### src/rtl/m_axis_rc_adapt_x4_pkg.sv
// Shared definitions for the x4 requester-completion adapter: RC descriptor field
// offsets, completion fmt/type and status codes, and tuser bit positions.
package m_axis_rc_adapt_x4_pkg;

  // RC descriptor field positions within beat 0 (bit offsets into tdata).
  localparam int unsigned RcLowerAddrLsb   = 0;
  localparam int unsigned RcErrorCodeLsb   = 12;
  localparam int unsigned RcByteCountLsb   = 16;
  localparam int unsigned RcLockedBit      = 29;
  localparam int unsigned RcDwordCountLsb  = 32;
  localparam int unsigned RcStatusLsb      = 43;
  localparam int unsigned RcPoisonedBit    = 46;
  localparam int unsigned RcRequesterIdLsb = 48;
  localparam int unsigned RcTagLsb         = 64;
  localparam int unsigned RcCompleterIdLsb = 72;
  localparam int unsigned RcTcLsb          = 89;
  localparam int unsigned RcAttrLsb        = 92;

  // tuser bit positions on the RC input and the TLP output.
  localparam int unsigned RcTuserDiscontinue = 42;
  localparam int unsigned TlpUserDiscontinue = 0;
  localparam int unsigned TlpUserError       = 1;

  // A data-less completion carries only the 3-DW header.
  localparam logic [15:0] HdrOnlyKeep = 16'h0FFF;

  typedef enum logic [7:0] {
    FmtTypeCpl    = 8'h0A,
    FmtTypeCplLk  = 8'h0B,
    FmtTypeCplD   = 8'h4A,
    FmtTypeCplDLk = 8'h4B
  } cpl_fmt_type_e;

  typedef enum logic [2:0] {
    CplStatusSc  = 3'b000,
    CplStatusUr  = 3'b001,
    CplStatusCrs = 3'b010,
    CplStatusCa  = 3'b100
  } cpl_status_e;

  // Expand a dword keep to a byte keep (each dword bit covers four bytes).
  function automatic logic [15:0] expand_dw_keep(input logic [3:0] dw_keep);
    logic [15:0] byte_keep;
    for (int i = 0; i < 4; i++) begin
      byte_keep[4*i +: 4] = {4{dw_keep[i]}};
    end
    return byte_keep;
  endfunction

endpackage

### src/rtl/m_axis_rc_adapt_x4_if.sv
// Generic AXI4-Stream bundle. master drives payload/valid, slave drives ready.
//   tdata/tkeep/tuser/tlast/tvalid : master -> slave
//   tready                         : slave -> master
interface m_axis_rc_adapt_x4_if #(
  parameter int unsigned DataWidth = 128,
  parameter int unsigned KeepWidth = 16,
  parameter int unsigned UserWidth = 4
);
  logic [DataWidth-1:0] tdata;
  logic [KeepWidth-1:0] tkeep;
  logic [UserWidth-1:0] tuser;
  logic                 tlast;
  logic                 tvalid;
  logic                 tready;

  modport master (output tdata, tkeep, tuser, tlast, tvalid, input tready);
  modport slave  (input tdata, tkeep, tuser, tlast, tvalid, output tready);
endinterface

### src/rtl/axis_skid_n.sv
// One-entry registered skid buffer with a registered output stage.
//   in_*  : upstream AXIS handshake; in_ready_o is a flop ("skid empty").
//   out_* : downstream AXIS handshake; data/valid held while out_ready_i is low.
// A beat accepted while the output register drains goes straight to the output,
// so the skid only fills when the output is stalled.
module axis_skid_n #(
  parameter int unsigned Width = 8
) (
  input  logic             clk_i,
  input  logic             rst_ni,
  input  logic [Width-1:0] in_data_i,
  input  logic             in_valid_i,
  output logic             in_ready_o,
  output logic [Width-1:0] out_data_o,
  output logic             out_valid_o,
  input  logic             out_ready_i
);

  logic [Width-1:0] out_data_q, out_data_d;
  logic [Width-1:0] skid_data_q, skid_data_d;
  logic             out_valid_q, out_valid_d;
  logic             skid_valid_q, skid_valid_d;
  logic             in_ready_q, in_ready_d;
  logic             in_fire;

  always_comb begin
    out_data_d   = out_data_q;
    out_valid_d  = out_valid_q;
    skid_data_d  = skid_data_q;
    skid_valid_d = skid_valid_q;
    in_fire      = in_valid_i & in_ready_q;

    if (!out_valid_q || out_ready_i) begin
      if (skid_valid_q) begin
        // in_ready_q is low whenever the skid holds data, so no input competes here.
        out_data_d   = skid_data_q;
        out_valid_d  = 1'b1;
        skid_valid_d = 1'b0;
      end else begin
        out_valid_d = in_fire;
        if (in_fire) begin
          out_data_d = in_data_i;
        end
      end
    end else if (in_fire) begin
      skid_data_d  = in_data_i;
      skid_valid_d = 1'b1;
    end

    in_ready_d = ~skid_valid_d;
  end

  always_ff @(posedge clk_i or negedge rst_ni) begin
    if (!rst_ni) begin
      out_data_q   <= '0;
      out_valid_q  <= 1'b0;
      skid_data_q  <= '0;
      skid_valid_q <= 1'b0;
      in_ready_q   <= 1'b0;
    end else begin
      out_data_q   <= out_data_d;
      out_valid_q  <= out_valid_d;
      skid_data_q  <= skid_data_d;
      skid_valid_q <= skid_valid_d;
      in_ready_q   <= in_ready_d;
    end
  end

  assign in_ready_o  = in_ready_q;
  assign out_data_o  = out_data_q;
  assign out_valid_o = out_valid_q;

endmodule

### src/rtl/m_axis_rc_adapt_x4.sv
// UltraScale+ Requester Completion (RC) to LitePCIe 128-bit completion TLP adapter.
//   user_clk, user_reset_n : clock, asynchronous active-low reset
//   rc_a_if (slave)        : RC stream from the PCIe IP (128b data, 4b dword keep, 75b user)
//   rc_if (master)         : TLP stream (128b data, 16b byte keep, 4b user:
//                            [0] discontinue, [1] completion error)
// Beat 0 of each packet has its 3-DW RC descriptor rewritten in place into a 3-DW
// completion header; DW3 and all later beats pass through. Sequencing is carried by
// a one-entry skid placed after the combinational rewrite.
module m_axis_rc_adapt_x4
  import m_axis_rc_adapt_x4_pkg::*;
#(
  parameter int unsigned DATA_WIDTH = 128,
  parameter int unsigned KEEP_WIDTH = DATA_WIDTH / 8
) (
  input  logic                 user_clk,
  input  logic                 user_reset_n,
  m_axis_rc_adapt_x4_if.slave  rc_a_if,
  m_axis_rc_adapt_x4_if.master rc_if
);

  localparam int unsigned PayloadWidth = 4 + 1 + KEEP_WIDTH + DATA_WIDTH;

  logic        first_q, first_d;
  logic        err_q, err_d;
  logic        in_ready;
  logic        in_fire;

  logic [95:0] desc;
  logic [11:0] lower_addr;
  logic [3:0]  error_code;
  logic [12:0] byte_count;
  logic        locked;
  logic [10:0] dword_count;
  logic [2:0]  status;
  logic        poisoned;
  logic [15:0] requester_id;
  logic [7:0]  tag;
  logic [15:0] completer_id;
  logic [2:0]  tc;
  logic [2:0]  attr;

  logic [7:0]            fmt_type;
  logic [31:0]           hdr_dw0, hdr_dw1, hdr_dw2;
  logic [DATA_WIDTH-1:0] tdata_x;
  logic [KEEP_WIDTH-1:0] tkeep_x;
  logic [3:0]            tuser_x;
  logic                  cpl_err;

  logic [PayloadWidth-1:0] skid_in, skid_out;

  always_comb begin
    desc         = rc_a_if.tdata[95:0];
    lower_addr   = desc[RcLowerAddrLsb +: 12];
    error_code   = desc[RcErrorCodeLsb +: 4];
    byte_count   = desc[RcByteCountLsb +: 13];
    locked       = desc[RcLockedBit];
    dword_count  = desc[RcDwordCountLsb +: 11];
    status       = desc[RcStatusLsb +: 3];
    poisoned     = desc[RcPoisonedBit];
    requester_id = desc[RcRequesterIdLsb +: 16];
    tag          = desc[RcTagLsb +: 8];
    completer_id = desc[RcCompleterIdLsb +: 16];
    tc           = desc[RcTcLsb +: 3];
    attr         = desc[RcAttrLsb +: 3];
  end

  always_comb begin
    if (dword_count == '0) begin
      fmt_type = locked ? FmtTypeCplLk : FmtTypeCpl;
    end else begin
      fmt_type = locked ? FmtTypeCplDLk : FmtTypeCplD;
    end
    // Length 1024 and byte count 4096 wrap to zero by truncation.
    hdr_dw0 = {fmt_type, 1'b0, tc, 4'b0, 1'b0, poisoned, attr[1:0], 2'b0, dword_count[9:0]};
    hdr_dw1 = {completer_id, status, 1'b0, byte_count[11:0]};
    hdr_dw2 = {requester_id, tag, 1'b0, lower_addr[6:0]};

    if (first_q) begin
      tdata_x = {rc_a_if.tdata[127:96], hdr_dw2, hdr_dw1, hdr_dw0};
    end else begin
      tdata_x = rc_a_if.tdata;
    end

    if (first_q && (dword_count == '0)) begin
      tkeep_x = HdrOnlyKeep;
    end else begin
      tkeep_x = expand_dw_keep(rc_a_if.tkeep);
    end

    // The error flag comes live from the header beat and from the latch afterwards.
    cpl_err = first_q ? (error_code != '0) : err_q;

    tuser_x                     = '0;
    tuser_x[TlpUserDiscontinue] = rc_a_if.tuser[RcTuserDiscontinue];
    tuser_x[TlpUserError]       = cpl_err;
  end

  assign in_fire = rc_a_if.tvalid & in_ready;

  always_comb begin
    first_d = first_q;
    err_d   = err_q;
    if (in_fire) begin
      first_d = rc_a_if.tlast;
      err_d   = cpl_err;
    end
  end

  always_ff @(posedge user_clk or negedge user_reset_n) begin
    if (!user_reset_n) begin
      first_q <= 1'b1;
      err_q   <= 1'b0;
    end else begin
      first_q <= first_d;
      err_q   <= err_d;
    end
  end

  assign skid_in = {tuser_x, rc_a_if.tlast, tkeep_x, tdata_x};

  axis_skid_n #(
    .Width (PayloadWidth)
  ) u_skid (
    .clk_i       (user_clk),
    .rst_ni      (user_reset_n),
    .in_data_i   (skid_in),
    .in_valid_i  (rc_a_if.tvalid),
    .in_ready_o  (in_ready),
    .out_data_o  (skid_out),
    .out_valid_o (rc_if.tvalid),
    .out_ready_i (rc_if.tready)
  );

  assign rc_a_if.tready = in_ready;
  assign {rc_if.tuser, rc_if.tlast, rc_if.tkeep, rc_if.tdata} = skid_out;

  // Descriptor and user bits the completion header does not carry.
  logic unused_bits;
  assign unused_bits = ^{desc[31:30], desc[47], desc[88], desc[95], byte_count[12],
                         lower_addr[11:7], attr[2], dword_count[10],
                         rc_a_if.tuser[74:43], rc_a_if.tuser[41:0]};

endmodule

### src/flat_wrapper.sv
// flat-port wrapper written by rule: the top's interface ports become plain ports
module m_axis_rc_adapt_x4_flat import m_axis_rc_adapt_x4_pkg::*;
#(
  parameter int unsigned DATA_WIDTH = 128,
  parameter int unsigned KEEP_WIDTH = DATA_WIDTH / 8
)
  (user_clk, user_reset_n, rc_a_if_tdata, rc_a_if_tkeep, rc_a_if_tuser, rc_a_if_tlast, rc_a_if_tvalid, rc_a_if_tready, rc_if_tdata, rc_if_tkeep, rc_if_tuser, rc_if_tlast, rc_if_tvalid, rc_if_tready);
  m_axis_rc_adapt_x4_if #(.DataWidth(128), .KeepWidth(4), .UserWidth(75)) rc_a_if_i ();
  m_axis_rc_adapt_x4_if #(.DataWidth(128), .KeepWidth(16), .UserWidth(4)) rc_if_i ();
  input  logic user_clk;
  input  logic user_reset_n;
  input wire logic [$bits(rc_a_if_i.tdata)-1:0] rc_a_if_tdata;
  input wire logic [$bits(rc_a_if_i.tkeep)-1:0] rc_a_if_tkeep;
  input wire logic [$bits(rc_a_if_i.tuser)-1:0] rc_a_if_tuser;
  input wire logic [$bits(rc_a_if_i.tlast)-1:0] rc_a_if_tlast;
  input wire logic [$bits(rc_a_if_i.tvalid)-1:0] rc_a_if_tvalid;
  output wire logic [$bits(rc_a_if_i.tready)-1:0] rc_a_if_tready;
  output wire logic [$bits(rc_if_i.tdata)-1:0] rc_if_tdata;
  output wire logic [$bits(rc_if_i.tkeep)-1:0] rc_if_tkeep;
  output wire logic [$bits(rc_if_i.tuser)-1:0] rc_if_tuser;
  output wire logic [$bits(rc_if_i.tlast)-1:0] rc_if_tlast;
  output wire logic [$bits(rc_if_i.tvalid)-1:0] rc_if_tvalid;
  input wire logic [$bits(rc_if_i.tready)-1:0] rc_if_tready;
  assign rc_a_if_i.tdata = rc_a_if_tdata;
  assign rc_a_if_i.tkeep = rc_a_if_tkeep;
  assign rc_a_if_i.tuser = rc_a_if_tuser;
  assign rc_a_if_i.tlast = rc_a_if_tlast;
  assign rc_a_if_i.tvalid = rc_a_if_tvalid;
  assign rc_a_if_tready = rc_a_if_i.tready;
  assign rc_if_tdata = rc_if_i.tdata;
  assign rc_if_tkeep = rc_if_i.tkeep;
  assign rc_if_tuser = rc_if_i.tuser;
  assign rc_if_tlast = rc_if_i.tlast;
  assign rc_if_tvalid = rc_if_i.tvalid;
  assign rc_if_i.tready = rc_if_tready;
  m_axis_rc_adapt_x4 #(.DATA_WIDTH(DATA_WIDTH), .KEEP_WIDTH(KEEP_WIDTH)) u_core (.user_clk(user_clk), .user_reset_n(user_reset_n), .rc_a_if(rc_a_if_i), .rc_if(rc_if_i));
endmodule
### config.mk
export PLATFORM = sky130hd
export DESIGN_NAME = m_axis_rc_adapt_x4_flat
export DESIGN_NICKNAME = d
export VERILOG_FILES = /design/src/rtl/m_axis_rc_adapt_x4_pkg.sv /design/src/rtl/m_axis_rc_adapt_x4_if.sv /design/src/rtl/axis_skid_n.sv /design/src/rtl/m_axis_rc_adapt_x4.sv /design/src/flat_wrapper.sv
export SDC_FILE = /design/constraint.sdc
export NUM_CORES = 1
export LEC_CHECK = 0
export BUFFER_PORTS_ARGS = -buffer_cell sky130_fd_sc_hd__clkbuf_2
export CAP_MARGIN = 20
export CORE_MARGIN = 5
export CORE_UTILIZATION = 40
export CTS_CLUSTER_DIAMETER = 80
export DETAILED_ROUTE_END_ITERATION = 10
export GPL_TIMING_DRIVEN = 0
export PLACE_DENSITY = 0.67
export SLEW_MARGIN = 10
export SYNTH_ARGS = -nofsm -noshare
export SYNTH_HDL_FRONTEND = slang
export SYNTH_SLANG_ARGS = --single-unit
### constraint.sdc
create_clock -name user_clk -period 1.7 [get_ports user_clk]
set_clock_uncertainty 0.2 [all_clocks]
set_input_delay 0.34 -clock user_clk [delete_from_list [all_inputs] [get_ports user_clk]]
set_output_delay 0.34 -clock user_clk [all_outputs]
set_load 0.03 [all_outputs]
Word-level counts from Yosys, hierarchy flattened
Cells that the tools add are included.

Word-level logic and storage cells: 29. Bits of input ports: 212. Output and inout bits: 151. Bits in registers: 301.

Bitwise logic cells: 3. Multiplexer cells: 11. Reductions and logical operators: 8.

Operators by type and width (number): two-way mux 149 bit (2); two-way mux 96 bit (1); two-way mux 16 bit (1); logical NOT 11 bit (1); two-way mux 8 bit (1); two-way mux 1 bit (6); AND reduction 2 bit (2); nonzero test 4 bit (1); inverter 1 bit (2); nonzero test 2 bit (1); AND 1 bit (1); logical AND 1 bit (1); logical NOT 1 bit (1); logical OR 1 bit (1).

Logic depth before layout (Yosys ltp)
Depth after elaboration: 5. Depth in mapped cells: 8. Mapped depth without buffers: 4.

Modules after synthesis
A second synthesis with hierarchy kept.

Cell total of the unflattened synthesis: 931. Area total of the unflattened synthesis: 14390.1 µm².

By module, submodules not included: axis_skid_n (instances 1, cells each 805, area an instance 13102.6 µm², seq. area each 7532.2 µm²); m_axis_rc_adapt_x4 (instances 1, cells each 126, area an instance 1287.5 µm², seq. area each 51.3 µm²).

Least setup slack after synthesis
Ideal clock, no wire load.

Path kind: flip-flop to flip-flop. From: register u_core.u_skid.out_valid_q (netlist: u_core.u_skid.out_valid_o). To: register u_core.u_skid.out_data_q[131] (netlist: u_core.u_skid.out_data_o[131]). Stages on the path, launching flop included: 7. Data arrival time: 1.535 ns. Required time: 1.377 ns. Clock period less this slack: 1.857 ns. Slack: -0.157 ns. Buffers on the path: 2. Setup time: 0.123 ns. Cell sequence: dfrtp_1 > nand2b_1 > buf_2 > nand2b_4 > buf_6 > or3_4 > o221a_2.

Cells in the longest elaborated chain, start to end: 3.

RTL lines: start, declared (RTL line axis_skid_n.sv:21) `logic out_valid_q, out_valid_d;`; start signal, assigned (RTL line axis_skid_n.sv:62) `out_valid_q <= out_valid_d;`; logical NOT 1 bit (RTL line axis_skid_n.sv:33) `if (!out_valid_q || out_ready_i) begin`; logical OR 1 bit (RTL line axis_skid_n.sv:33); AND reduction 2 bit (no line); end signal, assigned (RTL line axis_skid_n.sv:61) `out_data_q <= out_data_d;`; end, declared (RTL line axis_skid_n.sv:19) `logic [Width-1:0] out_data_q, out_data_d;`.

No other way between the ends. A chain may end at the register's enable or synchronous reset.

Final worst setup path
From: register u_core.first_q. To: register u_core.u_skid.out_data_q[84] (netlist: u_core.u_skid.out_data_o[84]).

Cells in the longest elaborated chain, start to end: 3.

RTL lines: start, declared (RTL line m_axis_rc_adapt_x4.sv:23) `logic first_q, first_d;`; start signal, assigned (RTL line m_axis_rc_adapt_x4.sv:114) `first_q <= first_d;`; two-way mux 96 bit (RTL line m_axis_rc_adapt_x4.sv:78) `if (first_q) begin`; two-way mux 149 bit (RTL line axis_skid_n.sv:41) `if (in_fire) begin`; two-way mux 149 bit (RTL line axis_skid_n.sv:34) `if (skid_valid_q) begin`.

No other way between the ends. The select of a mux whose other input is x is not followed.

==> results.md <==
* Total power at 28200 uW
* P&R area growth vs syn at 72.4%
* All-Layer GR Usage at 0.263
* Status: complete, but fails checks
* Cell count after synthesis at 1304
* Synth cell types at 30
* Bufs on Longest Clock Path at 3
* RSZ-0062 raised after global routing: yes
* Multi-input logic area at 6580 um^2
* CTS tree: built
* Routed vias/inst at 5.51
* Slew headroom at 0.413
* Net count reported at finish at 2068
* Yosys top cell by area: dfrtp_1
* Worst Hold Launch: rc_a_if_tdata[90]
* Post-synthesis instance area at 12200 um^2
* Avg Inst Size Synth at 9.32 um^2
* Total CTS buffers at 30
* Vias in the first global route at 12.2k
* Setup crit start: u_core.first_q
* Max cap viols at 0
* Worst slew pin tran at 0.873 ns
* GRT overflow at 0
* Min-delay worst type: in -> reg
* Clk root buf: clkbuf_16
* Starting density of the core at 0.408
* Routed len/inst at 22.8 um
* Hold WS at 0.0143 ns
* Main area contributors after synthesis: dfrtp_1 56%, nand2_1 10%, o21ai_0 9.4%, mux2i_1 9.3%, a21oi_1 3.9%
* Fin worst setup slack at -0.287 ns
* Post-Place Setup Slack at -0.677 ns
* Critical Path RT at 1.93 ns
* Leakage at 0.00977 uW
* Antenna violations before repair at 1
* Hpwl dp at 29300 um
* Seq cells post-synth at 275
* Cell row count at 63
* Top Family by Delay on Critical Path: flip-flops
* Startpoint Class: flop
* Critical-path cell list: buf_12 -> buf_8 -> buf_16 -> mux2i_4 -> nor2_1 -> a21oi_1 -> o21ai_1
* Die Width at 184 um
* WP data arrival at 2.22 ns
* Seq. cell area at 6890 um^2
* CTS sink count at 275
* Crit path capture type: flop
* Max incr delay on CP at 0.58 ns
* Core Region at 29800 um^2
* Failing checks: setup timing
* CP max-delay cell: dfstp_2
* Most frequent cell after synthesis: nand2_1
* Top-area cell type share of the netlist area at 0.564
* Min-Delay Endpoint: u_core.u_skid.skid_data_q[90]
* # port buffers at 286
* Reg2Reg Depth at 7
* Pin count of the biggest net entering global routing at 101
* Period minus WS final at 1.99 ns
* RD Place Congestion at 0.935
* Met2 Wirelength at 25200 um
* 1st-iter DRT viols at 947
* H-tree depth at 1
* Routed WL at 51600 um
* Clk_lat worst skew at 0.56 ns
* Tcrit/Tclk final at 1.17
* Wire length on met3 at 4000 um
* Met1 WL at 19600 um
* Pwr/cell area at 1350 nW/um^2
* Number of buffer and inverter stages on the critical path at 3
* Achievable Freq at 503 MHz
* Ports at 363
* Hold path depth at 3
* Post-synth top cells: 335 x nand2_1, 274 x dfrtp_1, 229 x o21ai_0
* Post-synth EDFFs at 0
* Crit Path Class: reg -> reg
* Vias post-DR at 12.5k
* VDD IR-drop max at 0.891 mV
* CTS clk-pin slew, worst paths at 0.06 ns
* Setup Viol. Count Final at 159
* Synth Warn # at 0
* Post-synth top flop: dfrtp_1
* DRT Pass-1 Iters at 8
* Number of routed nets with antenna violations at 0
* Worst reg2reg path endpoint: u_core.u_skid.out_data_o[84]
* Max FO, Critical Path at 7
* Top sig layer: met4
* Proportion of layout cells with a drive suffix above 1 at 0.483
* Async S/R FF share, synth at 1.00
* Share of the yosys chip area belonging to registers at 0.566
* Worst reg-to-reg setup slack at -0.29 ns
* Finished Core Util at 0.704
* Max Slew Vio Count at 0
* Drc violations at 0
* First-pass GRT wire length at 70200 um
* Final Hold Fails at 0
* Critical R2R Launch: u_core.first_q
* Fill cells at 1973
* DIE AREA at 34000 um^2
* Die height at 184 um
-- metrics by stage --
stage | area (um^2) | cells | setup TNS, ns
6_report | 21000 | 2268 | -15.94
5_1_grt | 21000 | 2267 | -28.58
4_1_cts | 18600 | 2203 | -11.97
3_5_place_dp | 14200 | 1983 | -120.28
3_3_place_gp | 14100 | 1981 | -1712.23
2_1_floorplan | 12200 | 1305 | -0.196
-- cells in the final DEF, fill, tap and decap left out, drive strengths merged, types with 2 or more instances in the layout --
cell type	instances
nand2b	18
mux2i	113
clkbuf	304
diode	2
nand3b	3
o22a	3
dlygate4sd3	118
nor4	3
nand2	335
a21oi	96
nand3	4
buf	252
dfrtp	274
o211ai	2
o221a	3
nor2	100
inv	2
o21ai	229
conb	2
clkinv	3
bufinv	2
-- where the power goes --
part	total [uW]	switching [uW]	internal (uW)
registers	9850	1440	8400
logic	11700	6510	5210
clock network	6680	2750	3930
-- sequential cells by signal, indices dropped and copies added (netlist names) --
name	cells
u_core.err_q	1
u_core.first_q	1
u_core.u_skid.skid_valid_q	1
u_core.u_skid.out_data_o	135
u_core.u_skid.in_ready_o	1
u_core.u_skid.skid_data_q	135
u_core.u_skid.out_valid_o	1
-- what timing repair did --
action	CTS	global route
buffers inserted	38	48
endpoints found under the setup margin	309	469
gates resized for setup	500	673
cloned	15	19
hold endpoints to repair	253	3
pin swaps	19	79
hold buffers	116	3
-- routing by layer --
layer  vias to the layer above  track usage
li1                       5509            -
met1                      6159        0.339
met2                       625        0.436
met3                       193       0.0549
met4                         0        0.103
met5                         -            0
-- layout make-up --
type | instances | share of cell area
timing repair buffer | 522 | 0.227
buffer | 107 | 0.0593
antenna | 2 | 0.000239
sequential | 275 | 0.329
multi-input combinational | 918 | 0.314
clock inverter | 6 | 0.00430
clock buffer | 46 | 0.0430
inverter | 2 | 0.000358
tap | 390 | 0.0233
-- tightest hold or removal path: cells and delay by family --
family                 cells  cell delay, ns
buffers and inverters      1            0.19
multiplexers               1            0.10
AO/OA/AOI/OAI              1            0.10
-- cell families (layout without fill, tap and decap cells) --
kind of cell | after synthesis | in the layout | share of synthesized area
and+or+nand+nor | 467 | 467 | 0.152
AOI/OAI and AO/OA | 335 | 335 | 0.142
DFF | 275 | 275 | 0.566
muxes | 114 | 114 | 0.0940
buffers and inverters | 112 | 683 | 0.0462
other | 1 | 4 | 0.000308
-- worst max-delay path by stage --
stage / end / cells after the start
after floorplan: u_core.u_skid.out_data_o[131] / 6
after global routing: u_core.u_skid.out_data_o[84] / 7
after global placement: u_core.u_skid.in_ready_o / 1
final: u_core.u_skid.out_data_o[84] / 7
after CTS: u_core.u_skid.out_data_o[139] / 5
after detailed placement: u_core.u_skid.out_data_o[95] / 5
(Power assumes the default switching activity.)
